[config.mk]
export PLATFORM = sky130hd
export DESIGN_NAME = control_unit
export DESIGN_NICKNAME = d
export VERILOG_FILES = /design/src/rtl/control_unit.sv
export SDC_FILE = /design/constraint.sdc
export NUM_CORES = 1
export LEC_CHECK = 0
export CAP_MARGIN = 20
export CORE_ASPECT_RATIO = 2
export CORE_MARGIN = 10
export CORE_UTILIZATION = 50
export CTS_BUF_LIST = sky130_fd_sc_hd__clkbuf_4 sky130_fd_sc_hd__clkbuf_8
export CTS_CLUSTER_SIZE = 20
export DETAILED_ROUTE_END_ITERATION = 10
export PLACE_DENSITY = 0.88
export SLEW_MARGIN = 0
export SYNTH_ARGS = -nofsm -noshare
export SYNTH_HDL_FRONTEND = slang
export SYNTH_SLANG_ARGS = --single-unit
[constraint.sdc]
create_clock -name Clock -period 2.7 [get_ports Clock]
set_input_delay 0.675 -clock Clock [delete_from_list [all_inputs] [get_ports Clock]]
set_output_delay 0.675 -clock Clock [all_outputs]
set_load 0.02 [all_outputs]
[src/rtl/control_unit.sv]
// Mini-SRC control sequencer: Moore FSM stepping fetch/execute T-states; CU_SINGLE_STEP_EN adds a Step gate before each T0.
// Latency: every control output is registered, decoded from the next state, so it is valid the cycle the FSM enters that state.
// Backpressure: none; Stop (sampled in T0) or the halt opcode parks the FSM in HALT until clear is asserted.
module control_unit #(
  parameter int MEM_WAIT = 1,
  parameter int OPW      = 5
) (
  input  logic        Clock,
  input  logic        clear,
  input  logic [31:0] IR,
  input  logic        CON,
  input  logic        Stop,
`ifdef CU_SINGLE_STEP_EN
  input  logic        Step,
`endif
  output logic        Run,
  output logic        PCout,
  output logic        Zlowout,
  output logic        Zhighout,
  output logic        HIout,
  output logic        LOout,
  output logic        MDRout,
  output logic        In_Portout,
  output logic        Cout,
  output logic        MARin,
  output logic        PCin,
  output logic        MDRin,
  output logic        IRin,
  output logic        Yin,
  output logic        Zin_low,
  output logic        Zin_high,
  output logic        HIin,
  output logic        LOin,
  output logic        IncPC,
  output logic        Read,
  output logic        Write,
  output logic        ConIn,
  output logic        outPortenable,
  output logic        inPortenable,
  output logic        Gra,
  output logic        Grb,
  output logic        Grc,
  output logic        Rin,
  output logic        Rout,
  output logic        BAout
);

  localparam int CW = $clog2(MEM_WAIT + 1) + 1;

  localparam logic [OPW-1:0] OP_LD   = OPW'(0);
  localparam logic [OPW-1:0] OP_LDI  = OPW'(1);
  localparam logic [OPW-1:0] OP_ST   = OPW'(2);
  localparam logic [OPW-1:0] OP_ADD  = OPW'(3);
  localparam logic [OPW-1:0] OP_ROL  = OPW'(11);
  localparam logic [OPW-1:0] OP_ADDI = OPW'(12);
  localparam logic [OPW-1:0] OP_ORI  = OPW'(14);
  localparam logic [OPW-1:0] OP_MUL  = OPW'(15);
  localparam logic [OPW-1:0] OP_DIV  = OPW'(16);
  localparam logic [OPW-1:0] OP_NEG  = OPW'(17);
  localparam logic [OPW-1:0] OP_NOT  = OPW'(18);
  localparam logic [OPW-1:0] OP_BR   = OPW'(19);
  localparam logic [OPW-1:0] OP_JR   = OPW'(20);
  localparam logic [OPW-1:0] OP_JAL  = OPW'(21);
  localparam logic [OPW-1:0] OP_IN   = OPW'(22);
  localparam logic [OPW-1:0] OP_OUT  = OPW'(23);
  localparam logic [OPW-1:0] OP_MFHI = OPW'(24);
  localparam logic [OPW-1:0] OP_MFLO = OPW'(25);
  localparam logic [OPW-1:0] OP_HALT = OPW'(27);

  typedef enum logic [5:0] {
    S_RESET, S_HALT, S_SW, S_T0, S_T1, S_TW, S_T2, S_T3,
    S_A1, S_A2, S_WB, S_BA, S_CZ, S_MA, S_RD, S_MG, S_SM, S_WR,
    S_M1, S_M2, S_M3, S_M4, S_N1, S_B1, S_B2, S_BT, S_BN,
    S_J1, S_JL, S_IN, S_OUT, S_MH, S_ML
  } state_t;

`ifdef CU_SINGLE_STEP_EN
  localparam state_t S_DONE = S_SW;
`else
  localparam state_t S_DONE = S_T0;
`endif

  typedef struct packed {
    logic run, pc_out, zlow_out, zhigh_out, hi_out, lo_out, mdr_out, inport_out, c_out;
    logic mar_in, pc_in, mdr_in, ir_in, y_in, zlow_in, zhigh_in, hi_in, lo_in;
    logic inc_pc, rd, wr, con_in, outport_en, inport_en;
    logic gra, grb, grc, r_in, r_out, ba_out;
  } ctrl_t;

  state_t          state, nxt;
  logic [CW-1:0]   wcnt, wnxt;
  ctrl_t           ctrl_q;
  logic [OPW-1:0]  op;
  logic            is_alu, is_imm;
  logic            unused_ir_bits;

  assign op             = IR[31 -: OPW];
  assign unused_ir_bits = ^IR[31-OPW:0];
  assign is_alu         = (op >= OP_ADD) && (op <= OP_ROL);
  assign is_imm         = (op >= OP_ADDI) && (op <= OP_ORI);

  function automatic ctrl_t decode(input state_t s);
    ctrl_t c;
    c = '0;
    c.run       = (s != S_RESET) && (s != S_HALT);
    c.inport_en = c.run;
    case (s)
      S_T0:  begin c.pc_out = 1'b1; c.mar_in = 1'b1; c.inc_pc = 1'b1; c.zlow_in = 1'b1; end
      S_T1:  begin c.zlow_out = 1'b1; c.pc_in = 1'b1; c.rd = 1'b1; c.mdr_in = 1'b1; end
      S_TW,
      S_RD:  begin c.rd = 1'b1; c.mdr_in = 1'b1; end
      S_T2:  begin c.mdr_out = 1'b1; c.ir_in = 1'b1; end
      S_A1:  begin c.grb = 1'b1; c.r_out = 1'b1; c.y_in = 1'b1; end
      S_A2:  begin c.grc = 1'b1; c.r_out = 1'b1; c.zlow_in = 1'b1; end
      S_WB:  begin c.zlow_out = 1'b1; c.gra = 1'b1; c.r_in = 1'b1; end
      S_BA:  begin c.grb = 1'b1; c.ba_out = 1'b1; c.y_in = 1'b1; end
      S_CZ:  begin c.c_out = 1'b1; c.zlow_in = 1'b1; end
      S_MA:  begin c.zlow_out = 1'b1; c.mar_in = 1'b1; end
      S_MG:  begin c.mdr_out = 1'b1; c.gra = 1'b1; c.r_in = 1'b1; end
      S_SM:  begin c.gra = 1'b1; c.r_out = 1'b1; c.mdr_in = 1'b1; end
      S_WR:  c.wr = 1'b1;
      S_M1:  begin c.gra = 1'b1; c.r_out = 1'b1; c.y_in = 1'b1; end
      S_M2:  begin c.grb = 1'b1; c.r_out = 1'b1; c.zlow_in = 1'b1; c.zhigh_in = 1'b1; end
      S_M3:  begin c.zlow_out = 1'b1; c.lo_in = 1'b1; end
      S_M4:  begin c.zhigh_out = 1'b1; c.hi_in = 1'b1; end
      S_N1:  begin c.grb = 1'b1; c.r_out = 1'b1; c.zlow_in = 1'b1; end
      S_B1:  begin c.gra = 1'b1; c.r_out = 1'b1; c.con_in = 1'b1; end
      S_B2:  begin c.pc_out = 1'b1; c.y_in = 1'b1; end
      S_BT:  begin c.zlow_out = 1'b1; c.pc_in = 1'b1; end
      S_J1:  begin c.gra = 1'b1; c.r_out = 1'b1; c.pc_in = 1'b1; end
      S_JL:  begin c.pc_out = 1'b1; c.grb = 1'b1; c.r_in = 1'b1; end
      S_IN:  begin c.inport_out = 1'b1; c.gra = 1'b1; c.r_in = 1'b1; end
      S_OUT: begin c.gra = 1'b1; c.r_out = 1'b1; c.outport_en = 1'b1; end
      S_MH:  begin c.hi_out = 1'b1; c.gra = 1'b1; c.r_in = 1'b1; end
      S_ML:  begin c.lo_out = 1'b1; c.gra = 1'b1; c.r_in = 1'b1; end
      default: ;
    endcase
    return c;
  endfunction

  // IR is stable from T2 until the next fetch, so every execute state may steer on op.
  always_comb begin
    nxt  = state;
    wnxt = wcnt;
    case (state)
      S_RESET: nxt = S_DONE;
`ifdef CU_SINGLE_STEP_EN
      S_SW:    if (Step) nxt = S_T0;
`endif
      S_T0:    nxt = Stop ? S_HALT : S_T1;
      S_T1:    begin nxt = S_TW; wnxt = CW'(MEM_WAIT - 1); end
      S_TW:    if (wcnt == '0) nxt = S_T2; else wnxt = wcnt - CW'(1);
      S_T2:    nxt = S_T3;
      S_T3: begin
        if (is_alu || is_imm) nxt = S_A1;
        else begin
          case (op)
            OP_LD, OP_LDI, OP_ST: nxt = S_BA;
            OP_MUL, OP_DIV:       nxt = S_M1;
            OP_NEG, OP_NOT:       nxt = S_N1;
            OP_BR:                nxt = S_B1;
            OP_JR:                nxt = S_J1;
            OP_JAL:               nxt = S_JL;
            OP_IN:                nxt = S_IN;
            OP_OUT:               nxt = S_OUT;
            OP_MFHI:              nxt = S_MH;
            OP_MFLO:              nxt = S_ML;
            OP_HALT:              nxt = S_HALT;
            default:              nxt = S_DONE;
          endcase
        end
      end
      S_A1:    nxt = is_alu ? S_A2 : S_CZ;
      S_A2:    nxt = S_WB;
      S_BA:    nxt = S_CZ;
      S_CZ: begin
        if (op == OP_BR)                      nxt = CON ? S_BT : S_BN;
        else if (op == OP_LD || op == OP_ST)  nxt = S_MA;
        else                                  nxt = S_WB;
      end
      S_MA: begin
        if (op == OP_LD) begin nxt = S_RD; wnxt = CW'(MEM_WAIT); end
        else nxt = S_SM;
      end
      S_RD:    if (wcnt == '0) nxt = S_MG; else wnxt = wcnt - CW'(1);
      S_SM:    nxt = S_WR;
      S_M1:    nxt = S_M2;
      S_M2:    nxt = S_M3;
      S_M3:    nxt = S_M4;
      S_N1:    nxt = S_WB;
      S_B1:    nxt = S_B2;
      S_B2:    nxt = S_CZ;
      S_JL:    nxt = S_J1;
      S_WB, S_MG, S_WR, S_M4, S_BT, S_BN,
      S_J1, S_IN, S_OUT, S_MH, S_ML: nxt = S_DONE;
      S_HALT:  nxt = S_HALT;
      default: nxt = S_RESET;
    endcase
  end

  always_ff @(posedge Clock or negedge clear) begin
    if (!clear) begin
      state  <= S_RESET;
      wcnt   <= '0;
      ctrl_q <= '0;
    end else begin
      state  <= nxt;
      wcnt   <= wnxt;
      ctrl_q <= decode(nxt);
    end
  end

  assign Run           = ctrl_q.run;
  assign PCout         = ctrl_q.pc_out;
  assign Zlowout       = ctrl_q.zlow_out;
  assign Zhighout      = ctrl_q.zhigh_out;
  assign HIout         = ctrl_q.hi_out;
  assign LOout         = ctrl_q.lo_out;
  assign MDRout        = ctrl_q.mdr_out;
  assign In_Portout    = ctrl_q.inport_out;
  assign Cout          = ctrl_q.c_out;
  assign MARin         = ctrl_q.mar_in;
  assign PCin          = ctrl_q.pc_in;
  assign MDRin         = ctrl_q.mdr_in;
  assign IRin          = ctrl_q.ir_in;
  assign Yin           = ctrl_q.y_in;
  assign Zin_low       = ctrl_q.zlow_in;
  assign Zin_high      = ctrl_q.zhigh_in;
  assign HIin          = ctrl_q.hi_in;
  assign LOin          = ctrl_q.lo_in;
  assign IncPC         = ctrl_q.inc_pc;
  assign Read          = ctrl_q.rd;
  assign Write         = ctrl_q.wr;
  assign ConIn         = ctrl_q.con_in;
  assign outPortenable = ctrl_q.outport_en;
  assign inPortenable  = ctrl_q.inport_en;
  assign Gra           = ctrl_q.gra;
  assign Grb           = ctrl_q.grb;
  assign Grc           = ctrl_q.grc;
  assign Rin           = ctrl_q.r_in;
  assign Rout          = ctrl_q.r_out;
  assign BAout         = ctrl_q.ba_out;

endmodule
# After elaboration in Yosys (flattened, before gate mapping)
# Memory sizes are Yosys's and may differ from the RTL's.
# Cells that the tools add are included.
[word_totals]
reg_bits = 36
mem_bits_ro = 192
input_bits = 36
elab_cells = 168
memories = 1
[memory_table]
columns = ["name", "words", "word_bits", "rd", "rd_ports_with_merged_regs", "write_ports", "line_no", "source"]
rows = [
  ["(no name shown)", 32, 6, 1, 0, 0, "157", "case (op)"],
]
[op_classes]
addsub = 1
magnitude_cmp = 4
eq_ne = 64
muxes = 40
reduce_logical = 28
[ops]
columns = ["cell", "n"]
rows = [
  ["== test 6 x 5 -> 1 bit (second input constant)", 31],
  ["one-hot mux 6 bit (19 select lines)", 1],
  ["== test 6 x 4 -> 1 bit (second input constant)", 16],
  ["== test 6 x 3 -> 1 bit (second input constant)", 7],
  ["2-to-1 mux 1 bit", 27],
  ["2-to-1 mux 6 bit", 3],
  ["OR reduction 5 bit", 3],
  ["== test 6 x 2 -> 1 bit (second input constant)", 2],
  ["== test 6 bit (second input constant)", 2],
  ["OR reduction 12 bit", 1],
  ["<= comparator 5 x 4 -> 1 bit (second input constant)", 2],
  ["2-to-1 mux 5 bit", 2],
  ["OR reduction 10 bit", 1],
  ["OR reduction 2 bit", 5],
  ["2-to-1 mux 3 bit", 3],
  ["OR reduction 3 bit", 3],
  ["OR reduction 9 bit", 1],
  ["OR reduction 4 bit", 2],
  ["== test 6 x 1 -> 1 bit (second input constant)", 1],
  ["zero test 6 bit", 1],
  ["2-to-1 mux 2 bit", 3],
  ["inequality test 6 x 1 -> 1 bit (second input constant)", 1],
  ["one-hot mux 2 bit (3 select lines)", 1],
  ["nonzero test 6 bit", 1],
  ["other kinds (13)", 17],
]

# Longest topological paths before layout
# Gate-level depths: netlist of run 1.
[logic_depth]
depth_word = 8
depth_mapped = 13
depth_no_buf = 11

# Least setup slack after synthesis of run 1
# Ideal clock, no wire load.
[synth_timing]
path_type = "input port to flip-flop"
from = "input port IR[27]"
to = "register wcnt[0]"
arrival_ns = 2.833
required_ns = 2.572
setup_slack_ns = -0.260
stages = 11
n_path_buf = 1
cell_sequence = "ha_1 -> a2111oi_2 -> a311o_1 -> and2b_1 -> a2bb2oi_1 -> and4_1 -> buf_6 -> inv_2 -> nand3_1 -> a21oi_2 -> mux2_1"
[synth_between]
elab_chain_cells = 3
[synth_lines]
columns = ["item", "line_no", "source"]
rows = [
  ["start: declaration", "10", "input logic [31:0] IR,"],
  ["zero test 5 bit", "182", "if (op == OP_LD) begin nxt = S_RD; wnxt = CW'(MEM_WAIT); end"],
  ["inequality test 2 bit (no source line)", "n/a", ""],
  ["AND reduction 3 bit (no source line)", "n/a", ""],
  ["end signal: assignment", "208", "wcnt <= wnxt;"],
  ["end: declaration", "91", "logic [CW-1:0] wcnt, wnxt;"],
]
# Every way passes these cells.
# A chain may end at the register's enable or synchronous reset.

# Worst setup path after layout of run 1
[layout_timing]
from = "input port IR[31]"
to = "register wcnt[0]"
# Same word-level chain as after synthesis.

==> results.md, run 1 <==
Logic synthesis:
- The register bit count reported by yosys is 36.
- The async set-reset flop share out of synthesis is 100.0%.
- The total nets after synthesis is 311.
- The number of synthesized flops with an enable pin is 0.
- The count of cell types in the netlist is 69.
- Counting every instance in the synthesized netlist gives 269.
- The proportion of synthesized chip area in sequential cells is 37.40%.
- The average cell area after synthesis is between 8 and 9 um2.
- The total of warnings raised by yosys is 0.
- The mapped netlist covers around 0.0024 mm2.
- The most used flip-flop cell after synthesis is sky130_fd_sc_hd__dfrtp_1.

STA:
- Across the routed clock network, the largest skew measured is 0.005065 ns.
- Setup violations remaining at the end of the flow were counted as 1.
- The peak clock frequency supported by timing is roughly 370 MHz.
- The transition time of the tightest slew-check pin is 0.4915 ns.
- The worst path in the final design needs a cycle of about 2.7 ns, including I/O delays and setup.
- In the final timing run, aggregate negative setup slack is -0.002327 ns.
- Across all hold checks on the routed design, the worst slack comes to 0.5580 ns.
- The final hold violation count was 0.
- The count of pins over their slew limit is 0.
- The worst max-slew margin expressed relative to the limit is roughly 67%.
- The final clock period utilization by the worst path is 100.1%.
- The minimum setup slack in the final design is -0.002327 ns.

Critical path:
- The largest single stage delay on the critical path is around 0.32 ns.
- The worst setup path is launched from a primary input.
- On the critical path, the stage with the largest delay is an instance of sky130_fd_sc_hd__mux2_4.
- STA puts the critical path data arrival time at around 2.9 ns.
- In this run the worst setup path begins at IR[31].
- The critical path goes through clkdlybuf4s15_1 -> buf_4 -> and3_1 -> o21a_1 -> o22ai_1 -> nor2_2 -> and3_4 -> buf_4 -> nand3_2 -> a21oi_4 -> mux2_4.
- In this run the critical register-to-register path is launched from state[0].
- The slack of the worst reg-to-reg path is 0.10 ns.
- The count of buffer and inverter cells on the critical path is 3.
- The number of cell instances on the worst register-to-register path is 10.
- The cell repeated most along the worst path is sky130_fd_sc_hd__buf_4.
- The critical path required time is approximately 2.9 ns.
- The critical path crosses 11 cells after its start point.
- The critical path class is primary input to register.
- Broken down by cell family, the worst path's largest delay share belongs to buffers and inverters.
- Of all nets on the critical path, the largest fanout is 11.
- The critical path capture point type is a register.

Min path:
- The worst hold path stage count is 1.
- In this run the most critical hold path is launched from wcnt[1].
- The classification of the worst-slack hold path is register to register.

Routing:
- The number of DRC markers after the initial detailed-route iteration is 271.
- The detail route stage leaves a number of antenna-violating nets equal to 0.
- The number of vias per cell after detailed routing is 6.534.
- The detailed-route wire length is approximately 9400 um.
- Summing over every cut layer, the via total after detailed routing is 2764.
- The DRC violations left is 0.
- The average wire length per cell after detail routing is 22.30 um.
- The number of iterations in the first detailed-routing pass is 5.

Floorplan:
- The floorplan step set the die width to around 69 um.
- The floorplan step defined a die boundary enclosing 0.008162 mm2.
- For this configuration, the core starts out at a cell density of between 50% and 60%.
- The core region area is 0.004642 mm2.
- The number of I/O pins is 66.
- From bottom edge to top edge, the die measures 118.2 um.
- The cell row count is 35.

Global route:
- The number of antenna violations at the first check in global routing is 0.
- The number of global-route vias before repair is 2745.
- The wire length of the first global-routing pass is 14020 um.
- The maximum number of pins on one net before global-route repair is 37.
- For this run the aggregate overflow at the end of global routing stands at 0.
- The overall track demand over capacity in global routing is 20.62%.

Layout:
- After the last flow step, the layout net total stands at approximately 400.
- The largest registers in the layout are state (6), wcnt (2).
- The number of flip-flops in the largest register is 6.
- The growth of design area from synthesis to finish is 51.90%.
- The number of diodes added for antenna fixing is 0.
- The register bank with the most flops is state.
- In the final layout, the multi-input gates occupy 0.001525 mm2.
- Excluding fillers, the count of instances in the completed layout stands at 423.
- Of the cells placed in the final design, the portion with a size suffix greater than 1 is between 30% and 40%.
- The share of the core filled with cells is just under 80%.
- Registers take approximately 900 um2.
- The count of fill cells added during filler insertion is around 280.

Clock network:
- Hold repair after CTS inserted 0 buffers.
- The clock tree buffer depth is 2.
- The H-tree depth reported by CTS is 2.
- Clock tree synthesis inserted a total of 5 buffers.
- The tree is rooted in a sky130_fd_sc_hd__clkbuf_8.
- For the worst-skew pair, the clock arrives at the later sink with an insertion delay of 0.30 ns.
- Clock-pin slew was measured on the worst setup and hold paths at about 0.070 ns.
- CTS saw 36 sinks.
- TritonCTS built the clock tree.

Placement:
- The number of placed cells counting well taps is between 400 and 500.
- The count of buffers added on input and output ports is 38.
- The global placement routability congestion is 1.040.
- Summed over all nets, the half-perimeter wirelength after detailed placement is 5902 um.

Job:
- Across the run, the number of max-cap violations was 0.

Pwr:
- In this run the power density over the cells is 1260 mW/mm2.
- The power consumption is around 4.6 mW.
- The peak ir drop on the vdd network is between 1 and 1.5 mV.
- The static power due to leakage is between 1.5 and 2 nW.

Status:
- The run finished, with violations left.
- The checks that failed: negative setup slack.
## timing repair
| action | 4_1_cts | 5_1_grt |
|---|---|---|
| pin swaps | 11 | 13 |
| resized for setup | 33 | 27 |
| setup endpoints to repair | 23 | 16 |
| buffers inserted | 4 | 0 |
## where the power goes
| group | switching, mW | internal [mW] | total [mW] |
|---|---|---|---|
| combinational | 1.79 | 1.55 | 3.34 |
| clock | 0.199 | 0.284 | 0.482 |
| sequential | 0.113 | 0.673 | 0.786 |
## synth_stat cells (2+ instances only)
master	number	share of area, %
sky130_fd_sc_hd__nand3_1	14	2.9
sky130_fd_sc_hd__and3b_1	4	1.5
sky130_fd_sc_hd__dfrtp_1	36	37
sky130_fd_sc_hd__o21ai_1	2	0.42
sky130_fd_sc_hd__nand4_1	3	0.78
sky130_fd_sc_hd__o31ai_1	4	1.2
sky130_fd_sc_hd__o21ai_0	10	2.1
sky130_fd_sc_hd__a21oi_1	9	1.9
sky130_fd_sc_hd__o22ai_1	4	1.0
sky130_fd_sc_hd__nor2_1	28	4.4
sky130_fd_sc_hd__ha_1	6	3.1
sky130_fd_sc_hd__or3_1	2	0.52
sky130_fd_sc_hd__nor2b_1	7	1.8
sky130_fd_sc_hd__nor4_1	3	0.78
sky130_fd_sc_hd__inv_1	7	1.1
sky130_fd_sc_hd__mux2_1	2	0.93
sky130_fd_sc_hd__xnor2_1	2	0.73
sky130_fd_sc_hd__o211ai_1	3	0.93
sky130_fd_sc_hd__mux2i_1	2	0.83
sky130_fd_sc_hd__nand2_1	23	3.6
sky130_fd_sc_hd__inv_2	3	0.47
sky130_fd_sc_hd__clkbuf_1	4	0.62
sky130_fd_sc_hd__a2bb2oi_1	2	0.73
sky130_fd_sc_hd__and2_1	3	0.78
sky130_fd_sc_hd__buf_2	10	2.1
sky130_fd_sc_hd__buf_4	7	2.2
sky130_fd_sc_hd__o21bai_1	2	0.62
sky130_fd_sc_hd__nor3b_1	4	1.2
sky130_fd_sc_hd__nand4b_1	2	0.73
sky130_fd_sc_hd__a31oi_1	3	0.78
sky130_fd_sc_hd__a211oi_1	2	0.62
sky130_fd_sc_hd__nor3_1	6	1.2
sky130_fd_sc_hd__buf_6	2	0.93
sky130_fd_sc_hd__or4_1	2	0.62
sky130_fd_sc_hd__nor4b_2	2	1.2
sky130_fd_sc_hd__and3_1	4	1.0
sky130_fd_sc_hd__nand4bb_1	3	1.4
sky130_fd_sc_hd__a32oi_1	3	1.1
sky130_fd_sc_hd__nand2b_1	4	1.0
## cell families after synthesis
group / share of synthesized area (%)
DFF: 37.40
buffers and inverters: 7.740
xor gates and xnor gates: 1.870
AOI/OAI and AO/OA: 17.77
muxes: 1.766
adders and majority gates: 3.117
and+or+nand+nor: 30.34
## per-stage QoR
stage	area (um2)	setup WS, ns
final	3659	-0.002327
after global routing	3659	-0.02652
after CTS	3553	0.01102
after detailed placement	3346	-0.8229
after global placement	3346	-0.7457
after floorplan	2461	0.005764
## worst reg2reg max path: cells and delay by family, from the launching register on
kind / cells / cell delay, ns
AO/OA/AOI/OAI: 3 / 0.69
AND/OR/NAND/NOR: 4 / 0.81
multiplexers: 1 / 0.32
flip-flops: 1 / 0.40
buffers and inverters: 2 / 0.26
## layer usage
| layer | track usage, % | up-vias | part of all wire, % |
|---|---|---|---|
| met2 | 36.84 | 212 | 52 |
| met4 | 14.56 | 0 | 6.6 |
| li1 | - | 1174 | - |
| met5 | 0 | - | 0 |
| met1 | 20.17 | 1316 | 34 |
| met3 | 4.439 | 62 | 7.6 |
## cell type report
cell class                 count  area share [%]
tap                           55           1.881
timing repair buffer         115           27.19
inverter                      11           1.539
sequential                    36           24.66
clock inverter                 2          0.9576
multi-input combinational    198           41.69
clock buffer                   6           2.086
## worst paths after layout
| kind | to |
|---|---|
| worst max-delay path | wcnt[0] |
| worst min-delay path | wcnt[1] |
| max in group asynchronous | state[4] |
| worst max register to register | wcnt[0] |
| worst min register to register | wcnt[1] |
| min in group asynchronous | HIin |
## placed cells by master (no fill, tap or decap), types with 4 or more instances in the layout
cell / instances
sky130_fd_sc_hd__inv_1: 6
sky130_fd_sc_hd__and3b_1: 4
sky130_fd_sc_hd__nand3_1: 11
sky130_fd_sc_hd__nand3_2: 4
sky130_fd_sc_hd__nor3_1: 4
sky130_fd_sc_hd__a21oi_1: 8
sky130_fd_sc_hd__clkdlybuf4s50_1: 33
sky130_fd_sc_hd__clkbuf_8: 5
sky130_fd_sc_hd__o21ai_0: 9
sky130_fd_sc_hd__nor2_1: 22
sky130_fd_sc_hd__ha_1: 4
sky130_fd_sc_hd__nor3b_1: 4
sky130_fd_sc_hd__o31ai_1: 4
sky130_fd_sc_hd__dfrtp_1: 35
sky130_fd_sc_hd__nand2_1: 22
sky130_fd_sc_hd__nor2b_1: 7
sky130_fd_sc_hd__buf_4: 71
sky130_fd_sc_hd__nor2_2: 5
Power figures use the tool's default switching activity.
==> run 2: changes to the inputs <==
--- a/config.mk
+++ b/config.mk
@@ -6,7 +6,6 @@
 export NUM_CORES = 1
 export LEC_CHECK = 0
 export CAP_MARGIN = 20
-export CORE_ASPECT_RATIO = 2
 export CORE_MARGIN = 10
 export CORE_UTILIZATION = 50
 export CTS_BUF_LIST = sky130_fd_sc_hd__clkbuf_4 sky130_fd_sc_hd__clkbuf_8
@@ -17,3 +16,4 @@
 export SYNTH_ARGS = -nofsm -noshare
 export SYNTH_HDL_FRONTEND = slang
 export SYNTH_SLANG_ARGS = --single-unit
+export TNS_END_PERCENT = 10
==> run 2 against run 1 <==
Critical path depth grew 2. The run still ends with negative setup slack left. Non-clock buffer count grew 21. Critical path type unchanged. Clock power shrank 9.5%. Cell count grew 4.5%. Worst hold slack gained 0.0053 ns. Routed wire length shrank 4.3%. Flip-flop and latch count is the same. Design area grew 4.1%. Sequential power grew 3.1%.
==> results.md, run 2 (synthesized netlist as in run 1, its figures left out) <==
Layout:
- The fraction of layout instances using a drive strength above 1 was 41.75% (+5.3 points).
- The most frequent standard cell in the layout excluding fill and tap cells is sky130_fd_sc_hd__buf_4.
- The layout net count came to 430 (+5.1%).
- The number of diodes added for antenna fixing was 0 (unchanged).
- The count of fill cells added during filler insertion is 281 (+1.1%).
- From synthesis to final layout, the design area changed by 58.18%.
- The top cell types in the final layout, fill and taps aside, are 92 x sky130_fd_sc_hd__buf_4, 33 x sky130_fd_sc_hd__clkdlybuf4s50_1, 32 x sky130_fd_sc_hd__dfrtp_1.
- The largest registers in the layout are state (6), wcnt (2).
- The design area is 0.003810 mm2 (+4.1%).
- The final non-filler cell total was 442 (+4.5%).
- The area taken by flip-flops and latches came to 905.9 um2 (+0.42%).
- The number of flip-flops in the largest register is 6 (unchanged).
- The register with the most flip-flops in the final layout is state.
- The area occupied by multi-input gates is 0.001546 mm2 (+1.4%).

Global route:
- The maximum number of pins on one net before global-route repair is 37 (unchanged).
- The number of global-route vias before repair is 2649 (-3.5%).
- The global routing stage identified its most utilized layer as met2.
- The wire length of the first global-routing pass is 12590 um (-10%).
- The number of antenna violations at the first check in global routing is 0 (unchanged).
- The overall track demand over capacity in global routing is 20.11% (-0.51 points).
- The fraction of met1 tracks used by global routing was 22.41% (+2.2 points).
- The met2 usage is 34.65% (-2.2 points).
- The remaining global-route overflow is 0 (unchanged).
- The met3 routing resource usage after global routing is 3.737% (-0.70 points).

Status:
- The checks that failed: negative setup slack.
- The flow ran to the end, but the final reports show violations.

Placement:
- The global placement routability congestion is 0.9296 (-11%).
- The number of buffers inserted by port buffering is 38 (unchanged).
- The number of placed cells counting well taps is 420 (+2.2%).
- The placed wire-length estimate is 5570 um (-5.6%).
- The placement-stage cell area is 0.003395 mm2 (+1.5%).

STA:
- The count of pins over their slew limit is 0 (unchanged).
- The worst hold slack after final layout is 0.5633 ns (+0.005260 ns).
- The worst max-slew margin expressed relative to the limit came to 69.59% (+2.4 points).
- The final hold violation count is 0 (unchanged).
- The minimum setup slack in the final design is -0.02994 ns (-0.02762 ns).
- The transition time of the tightest slew-check pin is 0.4562 ns (-0.03534 ns).
- The worst clock skew is 0.01853 ns (+0.01347 ns).
- The peak clock frequency supported by timing is 366.3 MHz (-1.0%).
- The final clock period utilization by the worst path was 101.1% (+1.0 points).
- The final setup violation count was 4 (+3).
- Setup repair after global routing could not meet its margin everywhere.
- The clock period minus final worst setup slack came to 2.730 ns (+0.02762 ns).

Floorplan:
- The starting density of the core is 51.33% (-0.55 points).
- The die width is 89.41 um (+29%).
- The cell row count is 25 (-29%).
- The die outline area was 0.007993 mm2 (-2.1%).
- The vertical die dimension is 89.41 um (-24%).
- The number of I/O pins was 66 (unchanged).
- The core region area came to 0.004692 mm2 (+1.1%).

Routing:
- The average wire length per cell after detail routing is 20.42 um (-8.4%).
- The DRC violations left is 0 (unchanged).
- The number of DRC markers after the initial detailed-route iteration is 298 (+10%).
- The detailed-route wire length is 9025 um (-4.3%).
- The number of vias per cell after detailed routing is 6.373 (-2.5%).
- The total number of vias is 2817 (+1.9%).
- The number of iterations in the first detailed-routing pass is 5 (unchanged).
- The residual antenna-violating net count after detailed routing is 0 (unchanged).

Min path:
- The worst hold path stage count came to 1 (unchanged).
- The origin of the worst min-delay path is wcnt[1].
- The capture endpoint of the worst hold path is wcnt[1].
- In this run the worst hold path is classified as register to register.

Clock network:
- The CTS clock-pin slew for the worst setup and hold paths came to 0.07 ns (about the same).
- The clock tree buffer depth is 2 (unchanged).
- The root buffer cell is sky130_fd_sc_hd__clkbuf_8.
- The insertion delay to the later sink of the worst-skew pair is 0.31 ns (about the same).
- The number of CTS-inserted buffers is 5 (unchanged).
- The H-tree depth reported by CTS is 2 (unchanged).
- The number of sinks handled by clock tree synthesis came to 36 (unchanged).
- The CTS tree is done.
- The number of buffers added to fix hold violations after cts came to 0 (unchanged).

Critical path:
- The critical path startpoint category is a primary input.
- The slack of the worst reg-to-reg path was -0.02 ns (-0.12 ns).
- The critical path goes through buf_2 -> ha_4 -> a2111oi_4 -> a311o_1 -> buf_4 -> nand3b_1 -> and3_4 -> buf_4 -> buf_4 -> nor2_1 -> nand2_1 -> buf_4 -> nor3_1.
- The largest individual stage delay along the critical path comes from the cell sky130_fd_sc_hd__a2111oi_4.
- The endpoint identified for the worst register-to-register timing path is In_Portout.
- The critical path class is primary input to register.
- STA classifies the critical path endpoint as a register.
- The delay contributed by the slowest stage of the critical path is 0.36 ns (+0.04 ns).
- The data arrival time at the worst-slack endpoint is 2.93 ns (+0.04 ns).
- The critical path required time was 2.90 ns (+0.02 ns).
- By instance count, the cell type seen most on the critical path is sky130_fd_sc_hd__buf_4.
- The instance count on the critical path is 13 (+2).
- The number of cell instances on the worst register-to-register path is 12 (+2).
- The largest fanout on the critical path is 5 (-6).
- The count of buffer and inverter cells on the critical path was 5 (+2).
- The startpoint identified for the worst register-to-register timing path is state[5].
- The cell family contributing the most delay on the critical path is simple AND/OR/NAND/NOR gates.

Pwr:
- The peak ir drop on the vdd network is 0.6772 mV (-41%).
- The power density relative to cell area is 1265 mW/mm2 (+0.42%).
- The static power due to leakage is 1.728 nW (+5.2%).

Job:
- The number of max-cap violations came to 0 (unchanged).
## run 2: cell types whose count changed in the layout (fill, tap and decap cells not counted), moves of 3 or more
| cell | before | now |
|---|---|---|
| sky130_fd_sc_hd__nor2_2 | 5 | 2 |
| sky130_fd_sc_hd__dfrtp_1 | 35 | 32 |
| sky130_fd_sc_hd__buf_4 | 71 | 92 |
| sky130_fd_sc_hd__nand2_1 | 22 | 19 |
| sky130_fd_sc_hd__dfrtp_2 | 1 | 4 |
## run 2: how the worst max path moves through the flow
stage           start         end
2_1_floorplan  IR[27]         Gra
3_3_place_gp   IR[27]     wcnt[1]
3_5_place_dp   IR[27]     wcnt[1]
4_1_cts        IR[27]         Gra
5_1_grt        IR[28]         Gra
6_report       IR[28]  In_Portout
## run 2: per-layer routing
layer  routed length (um)  share of wire [%]
met1                 3160                 35
met2                 4462                 49
met3                  724                8.0
met4                  678                7.5
met5                    0                  0
## run 2: what timing repair did
| action | CTS | global route |
|---|---|---|
| endpoints found under the setup margin | 23 | 22 |
| cloned | 0 | 0 |
| pin swaps | 11 | 16 |
| resized for setup | 29 | 44 |
| buffers inserted | 11 | 4 |
## run 2: worst reg2reg max path, delay by kind of cell, from the launching register on
kind / cells / cell delay [ns]
AND/OR/NAND/NOR: 7 / 1.29
buffers and inverters: 5 / 0.82
flip-flops: 1 / 0.54
## run 2: through the flow
stage | total power, mW | worst slack [ns] | TNS [ns] | utilization, %
after floorplan | 2.447 | -0.01527 | -0.01527 | -
after global placement | 3.578 | -0.7086 | -13.00 | 72.35
after detailed placement | 3.656 | -0.8423 | -15.68 | 72.35
after CTS | 4.270 | -0.008779 | -0.01073 | 77.47
after global routing | 5.009 | -0.1400 | -0.7749 | 81.20
final | 4.821 | -0.02994 | -0.05984 | 81.20
## run 2: cell type report
| class | count | share of cell area [%] |
|---|---|---|
| sequential | 36 | 23.78 |
| timing repair buffer | 136 | 29.89 |
| multi-input combinational | 198 | 40.59 |
| inverter | 11 | 1.445 |
| tap | 54 | 1.773 |
| clock buffer | 7 | 2.529 |
## run 2: power breakdown
part	total, mW	internal, mW	switching (mW)
sequential	0.810	0.677	0.133
clock	0.436	0.228	0.208
combinational	3.58	1.71	1.87
==> run 3: changes to the inputs <==
--- a/config.mk
+++ b/config.mk
@@ -5,7 +5,6 @@
 export SDC_FILE = /design/constraint.sdc
 export NUM_CORES = 1
 export LEC_CHECK = 0
-export CAP_MARGIN = 20
 export CORE_MARGIN = 10
 export CORE_UTILIZATION = 50
 export CTS_BUF_LIST = sky130_fd_sc_hd__clkbuf_4 sky130_fd_sc_hd__clkbuf_8
==> results of run 3 <==
The final DEF is identical to that of run 2; final timing and power are the same.
